<file path="config.mk">
export PLATFORM = sky130hd
export DESIGN_NAME = joy_scanner
export DESIGN_NICKNAME = d
export VERILOG_FILES = /design/src/rtl/joy_scanner.sv
export SDC_FILE = /design/constraint.sdc
export NUM_CORES = 1
export LEC_CHECK = 0
export ABC_AREA = 1
export ABC_CLOCK_PERIOD_IN_PS = 1800
export CORE_UTILIZATION = 54
export DETAILED_ROUTE_END_ITERATION = 6
export PLACE_DENSITY = 0.75
export SYNTH_ARGS = -nofsm -noshare
export SYNTH_HDL_FRONTEND = slang
export SYNTH_SLANG_ARGS = --single-unit
</file>
<file path="constraint.sdc">
create_clock -name clk28 -period 1.8 [get_ports clk28]
set_clock_uncertainty 0.15 [all_clocks]
set_input_delay 0.27 -clock clk28 [delete_from_list [all_inputs] [get_ports clk28]]
set_output_delay 0.27 -clock clk28 [all_outputs]
set_load 0.02 [all_outputs]
</file>
<file path="src/rtl/joy_scanner.sv">
// Serial joystick scanner: clocks a 74HC165 chain, samples 8 buttons per frame
// and publishes a debounced Kempston-style button byte.
module joy_scanner #(
    parameter int unsigned DIV    = 28,
    parameter int unsigned GAP    = 1000,
    parameter int unsigned STABLE = 3
) (
    input  logic       clk28,
    input  logic       rst_n,
    input  logic       en,
    input  logic       joy_data,
    output logic       joy_load_n,
    output logic       joy_clk,
    output logic [7:0] kempston_data,
    output logic       scan_done
);

    typedef enum logic [2:0] {
        S_IDLE,
        S_LOAD,
        S_SHIFT_LO,
        S_SHIFT_HI,
        S_DONE,
        S_GAP
    } state_t;

    state_t      state, state_nx;
    logic [7:0]  presc;
    logic        tick;
    logic [2:0]  idx, idx_nx;
    logic [15:0] gap_cnt, gap_nx;
    logic [7:0]  raw, prev_raw;
    logic [2:0]  stable_cnt, cnt_nx;
    logic        done_entry;
    logic        eval;

    assign tick = en && (presc == 8'(DIV - 1));

    always_ff @(posedge clk28 or negedge rst_n) begin
        if (!rst_n) begin
            state   <= S_IDLE;
            idx     <= '0;
            gap_cnt <= '0;
        end else begin
            state   <= state_nx;
            idx     <= idx_nx;
            gap_cnt <= gap_nx;
        end
    end

    always_comb begin
        state_nx = state;
        idx_nx   = idx;
        gap_nx   = gap_cnt;
        if (!en) begin
            state_nx = S_IDLE;
            idx_nx   = '0;
            gap_nx   = '0;
        end else if (tick) begin
            case (state)
                S_IDLE:     state_nx = S_LOAD;
                S_LOAD: begin
                    state_nx = S_SHIFT_LO;
                    idx_nx   = '0;
                end
                S_SHIFT_LO: state_nx = S_SHIFT_HI;
                S_SHIFT_HI: begin
                    if (idx == 3'd7) begin
                        state_nx = S_DONE;
                    end else begin
                        idx_nx   = idx + 3'd1;
                        state_nx = S_SHIFT_LO;
                    end
                end
                S_DONE: begin
                    state_nx = S_GAP;
                    gap_nx   = '0;
                end
                S_GAP: begin
                    if (gap_cnt == 16'(GAP - 1)) state_nx = S_LOAD;
                    else                         gap_nx   = gap_cnt + 16'd1;
                end
                default:    state_nx = S_IDLE;
            endcase
        end
    end

    // scan_done is high only in the first DONE cycle, so it doubles as the
    // single-shot debounce strobe.
    assign done_entry = (state_nx == S_DONE) && (state != S_DONE);
    assign eval       = (state == S_DONE) && scan_done;

    always_comb begin
        cnt_nx = 3'd1;
        if (raw == prev_raw) begin
            if (stable_cnt >= 3'(STABLE)) cnt_nx = 3'(STABLE);
            else                          cnt_nx = stable_cnt + 3'd1;
        end
    end

    always_ff @(posedge clk28 or negedge rst_n) begin
        if (!rst_n) begin
            presc         <= '0;
            raw           <= '1;
            prev_raw      <= '1;
            stable_cnt    <= '0;
            kempston_data <= '0;
            joy_load_n    <= 1'b1;
            joy_clk       <= 1'b0;
            scan_done     <= 1'b0;
        end else if (!en) begin
            presc         <= '0;
            stable_cnt    <= '0;
            kempston_data <= '0;
            joy_load_n    <= 1'b1;
            joy_clk       <= 1'b0;
            scan_done     <= 1'b0;
        end else begin
            presc      <= tick ? '0 : presc + 8'd1;
            joy_load_n <= (state_nx != S_LOAD);
            joy_clk    <= (state_nx == S_SHIFT_HI);
            scan_done  <= done_entry;
            if (tick && state == S_SHIFT_LO) raw[idx] <= joy_data;
            if (eval) begin
                stable_cnt <= cnt_nx;
                prev_raw   <= raw;
                if (cnt_nx == 3'(STABLE)) kempston_data <= {1'b0, ~raw[6:0]};
            end
        end
    end

endmodule
</file>
# Word-level counts from Yosys, hierarchy flattened
# Cells that the tools add are included.
# Widths: inputs -> output; s select.
op_classes:
  add_sub_neg: 4
  mul: 0
  div: 0
  n_lt_le_gt_ge: 3
  n_eq_ne: 21
  shift: 0
  mux: 28
  bitwise: 1
  n_reduce_logical: 11
op_table:
  columns: ["op", "count"]
  rows:
  - ["$mux 16", 3]
  - ["$mux 8", 5]
  - ["$mux 3", 11]
  - ["$pmux 16 s2", 1]
  - ["$pmux 3 s6", 1]
  - ["$add 16x1->16 const B", 1]
  - ["$eq 16x10->1 const B", 1]
  - ["$eq 3x2->1 const B", 4]
  - ["$eq 3x3->1 const B", 4]
  - ["$ne 3x1->1 const B", 3]
  - ["$ne 3x3->1 const B", 3]
  - ["$add 8x1->8 const B", 1]
  - ["$bwmux 8", 1]
  - ["$eq 8x5->1 const B", 1]
  - ["$eq 8x8->1", 1]
  - ["$not 7->7", 1]
  - ["$add 3x1->3 const B", 2]
  - ["$ne 2x1->1 const B", 3]
  - ["$pmux 3 s2", 1]
  - ["$reduce_and 2->1", 3]
  - ["$reduce_and 3->1", 2]
  - ["$logic_and 1x1->1", 5]
  - ["$lt 3x4->1 const B", 1]
  - ["$mux 1", 4]
  - ["other kinds (5)", 5]
word_totals:
  regBits: 60
  latchBits: 0
  ram_bits: 0
  rom_bits: 0
  output_inout_bits: 11
  elab_cells: 79
  memories: 0

# Logic depth before layout (Yosys ltp)
depth:
  depth_word: 8
  ltp_mapped: 12
  ltp_nobuf: 12

# Worst setup path after synthesis
# Ideal clock, no wire load.
synth_path:
  path_kind: "register to register"
  from: "reg stable_cnt[0]"
  to: "reg kempston_data[0]"
  setup_ns: 0.119
  arrival_ns: 1.663
  slack_ns: -0.132
  path_stages_with_launch: 8
  path_cell_list: "dfrtp_1 -> ha_1 -> ha_1 -> inv_1 -> o21ai_1 -> nand4_1 -> nand3_1 -> nand2_1"
synth_via:
  elab_chain_len: 6
synth_rtl:
  columns: ["item", "line_no", "rtl"]
  rows:
  - ["start: declaration", "33", "logic [2:0] stable_cnt, cnt_nx;"]
  - ["start signal: assignment", "125", "stable_cnt <= cnt_nx;"]
  - ["$add 3x1->3 / $ge 3x2->1 (equally long branches)", "97, 96", null]
  - ["$mux 3 (*)", "96", "if (stable_cnt >= 3'(STABLE)) cnt_nx = 3'(STABLE);"]
  - ["$mux 3 (*)", "95", "if (raw == prev_raw) begin"]
  - ["$eq 3x2->1 (*)", "127", "if (cnt_nx == 3'(STABLE)) kempston_data <= {1'b0, ~raw[6:0]};"]
  - ["$ne 2x1->1 (no source line) (*)", null, null]
  - ["$reduce_and 2->1 (no source line) (*)", null, null]
  - ["end signal: assignment", "127", null]
  - ["end: declaration", "14", "output logic [7:0] kempston_data,"]
# Mark *: on every way between the ends. The rest lies on a longest branch, timed or not.
# A chain may end at the register's enable or synchronous reset.

# Worst setup path in the final report
layout_path:
  from: "reg prev_raw[7]"
  to: "reg kempston_data[4]"
layout_via:
  elab_chain_len: 5
layout_rtl:
  columns: ["item", "line_no", "rtl"]
  rows:
  - ["start: declaration", "32", "logic [7:0] raw, prev_raw;"]
  - ["start signal: assignment", "126", "prev_raw <= raw;"]
  - ["$eq 8x8->1", "95", null]
  - ["$mux 3", "95", null]
  - ["$eq 3x2->1", "127", null]
  - ["$ne 2x1->1 (no source line)", null, null]
  - ["$reduce_and 2->1 (no source line)", null, null]
# Every way passes these cells.

==> summary.txt <==
Die
  • Die area: 0.00645 mm^2
  • Die W: approximately 80 um
  • Height of the die: about 80 um
  • Row cnt: 28
  • Initial Utilization: about 56%
  • # IOs: 15
  • Core area: around 0.0059 mm^2

Setup path
  • RR Startpoint: prev_raw[7]
  • Crit path max-delay cell type: dfstp_2
  • Crit path arrival time: approximately 1900 ps
  • R2R Path End: kempston_data[4]
  • CP max FO: 8
  • Max incr delay on CP: 540 ps
  • CP startpoint: prev_raw[7]
  • R2R depth: 9
  • CP delay by family, top: simple AND/OR/NAND/NOR gates
  • CP endpoint kind: flop
  • CP required: 1940 ps
  • Worst setup SP type: flop
  • Crit Path Class: flop to flop
  • CP Buf/Inv Count: 2
  • Critical Path Sink: kempston_data[4]
  • Crit path top cell by count: nand2_1
  • Setup slack, reg-to-reg: roughly 35 ps
  • Cell Chain, Critical Path: inv_2, nand2_1, nand2_1, nor2_2, nand2_2, buf_6, nor3_4, nand4_1, nand2_1
  • CP Depth: 9

Run status
  • Failing checks: DRC
  • Status: finished, violations left

Run
  • Max_cap viols: 0

Power and ir drop
  • Worst IR Drop VDD: 550 uV
  • Pwr Total: about 2.8 mW
  • Leak: approximately 1.9 nW
  • P per Cell Area: just under 700 mW/mm^2

Routing
  • Post-DR vias/cell: about 5.4
  • Drt first-iter violations: between 150 and 200
  • DRC: 1
  • Drt pass-1 iters: 7
  • Via Count: a little over 3k
  • DRT antenna net count: 0
  • Drt wl/cell: approximately 13 um
  • Final wirelength: 7770 um

Yosys
  • Syn Nets: ~450
  • Synth Cell Area: about 0.0033 mm^2
  • Post-Synthesis Cells: 438
  • Ys flop type: dfrtp_1
  • Synthesis Warnings: 0
  • Sequential-to-total area share from yosys stat: between 40 and 50%
  • Cell variety after synth: 33
  • Post-synth ARST share: 100%
  • #FFs+latches synth: 59
  • Post-synth EDFFs: 0
  • Avg Cell Area, Syn: between 7 and 8 um^2

Clocking
  • TritonCTS clock tree: built
  • CTS max path bufs: 2
  • Clk_lat worst skew: between 300 and 400 ps
  • Num CTS Buffers: 9
  • # clock sinks: 59
  • Reg clk slew, reported paths: 70 ps
  • Root Buffer: clkbuf_8
  • H-tree depth: 3

Place
  • Post-DP HPWL: between 5000 and 6000 um
  • Port bufs: 13
  • Gpl congestion: 0.885

Timing
  • Final Max Tran Viols: 0
  • RSZ-0062 raised after global routing: true
  • Final setup vio count: 0
  • Fmax: 0.567 GHz
  • Worst hold slack: 293 ps
  • Period minus WS final: between 1500 and 2000 ps
  • Hold Fails Final Rpt: 0
  • Period utilization: between 90% and 100%

Finish
  • N_diodes: 0
  • Nets: between 500 and 600
  • Share of cells above drive strength 1: between 20 and 30%
  • Layout area overhead: 27.5%

GRT
  • GRT Overall Usage: between 20% and 30%
  • Largest net degree at the start of global routing: 60
  • Total gr overflow: 0
  • Vias in the first global route: 2819
  • Initial antenna violation count: 0
  • First-pass GRT wire length: between 10000 and 15000 um

Min path
  • Hold/Removal Path Class: input pin to async pin
## worst min-delay path: stages
cell           delay [ps]
dlygate4sd3_1         520
buf_2                 120
buf_12                270
## Yosys cell counts (2+ instances only)
library cell	number	area, um^2
a21oi_1	10	50.1
clkbuf_1	3	11.3
dfrtp_1	42	1050
dfstp_2	17	447
ha_1	6	75.1
inv_1	58	218
inv_2	5	18.8
nand2_1	119	447
nand2_2	5	31.3
nand3_1	37	185
nand4_1	25	156
nor2_1	38	143
nor2_2	2	12.5
nor2_4	4	45.0
nor3_1	10	50.1
o21ai_0	26	130
o21ai_1	6	30.0
o21ai_2	7	61.3
or2_2	2	12.5
xor2_1	3	26.3
## kinds of logic (layout without fill, tap and decap cells)
kind of cell / Yosys count / count (layout) / synth area share (%)
flops: 59 / 59 / 45.2
xor+xnor: 4 / 4 / 1.06
simple gates: 246 / 246 / 33.8
compound gates: 51 / 51 / 8.69
buf+inv: 71 / 138 / 8.84
other cells: 1 / 1 / 0.113
fa+ha+maj: 6 / 6 / 2.27
## worst min path at each step
stage                      from           to  slack, ps  depth (start not counted)
global route        prev_raw[0]  prev_raw[0]        350                          2
global placement          rst_n   gap_cnt[0]        150                          2
CTS                       rst_n   gap_cnt[8]        320                          3
floorplan                 rst_n   gap_cnt[0]       -180                          0
finish                    rst_n  gap_cnt[13]        290                          3
detailed placement        rst_n  gap_cnt[12]        150                          2
## report_power, final
group / leakage (nW) / switching, mW / internal, mW
registers: 0.760 / 0.00847 / 1.35
clock network: 0.116 / 0.550 / 0.785
logic: 1.04 / 0.0971 / 0.0542
## through the flow
stage / cell area (um^2) / setup WS, ps / utilization (%) / setup TNS (ps) / instances
after floorplan: 3320 / 2.09 / - / 0 / 438
after global placement: 3800 / -40.4 / 64.2 / -210 / 558
after detailed placement: 3800 / -132 / 64.2 / -1240 / 558
after CTS: 4050 / 7.21 / 68.4 / 0 / 576
after global routing: 4220 / -51.6 / 71.3 / -231 / 580
final: 4220 / 35.4 / 71.3 / 0 / 580
## area by class of cell
type                       instances  area [um^2]
clock buffer                      15          219
inverter                          64          243
fill                             453         1700
clock inverter                     1         8.76
sequential                        59         1500
multi-input combinational        308         1670
tap                               75         93.8
timing repair buffer              58          490
## placed cells by master, fill, tap and decap left out, types with 3 or more instances in the layout
| master | netlist | final |
|---|---|---|
| buf_4 | 1 | 40 |
| clkbuf_8 | 0 | 12 |
| inv_1 | 58 | 50 |
| nand3_1 | 37 | 26 |
| a21oi_1 | 10 | 9 |
| nor3_1 | 10 | 8 |
| nor2_4 | 4 | 5 |
| xor2_1 | 3 | 3 |
| o21ai_1 | 6 | 14 |
| nor2_2 | 2 | 6 |
| dfstp_2 | 17 | 17 |
| nand3_2 | 1 | 12 |
| nand2_2 | 5 | 8 |
| nor2_1 | 38 | 33 |
| clkdlybuf4s50_1 | 0 | 10 |
| nand2_1 | 119 | 116 |
| o21ai_2 | 7 | 6 |
| o21ai_0 | 26 | 17 |
| nand4_1 | 25 | 25 |
| ha_2 | 0 | 3 |
| dfrtp_1 | 42 | 41 |
| buf_6 | 1 | 3 |
| inv_2 | 5 | 13 |
## metal layers
layer | vias to the layer above | wire length, um | track usage, % | share of wire (%)
li1 | 1539 | - | - | -
met1 | 1469 | 3440 | 31.0 | 44
met2 | 87 | 3790 | 42.6 | 49
met3 | 14 | 390 | 4.55 | 5.0
met4 | 0 | 146 | 11.8 | 1.9
met5 | - | 0 | 0 | 0
## registers in the layout, indices dropped and copies added, names as in the netlist
| signal | flops |
|---|---|
| gap_cnt | 16 |
| idx | 3 |
| joy_clk | 1 |
| joy_load_n | 1 |
| kempston_data | 7 |
| presc | 8 |
| prev_raw | 8 |
| raw | 8 |
| scan_done | 1 |
| stable_cnt | 3 |
| state | 3 |
## timing repair
| action | in CTS | in global routing |
|---|---|---|
| endpoints found under the setup margin | 9 | 36 |
| gates resized for setup | 3 | 51 |
| gates cloned | 0 | 0 |
| buffers inserted | 1 | 4 |
| hold buffers | 1 | 0 |
| hold endpoints to repair | 42 | 0 |
| pin swaps | 5 | 20 |
Note: power is estimated with default switching activity, not from simulation.
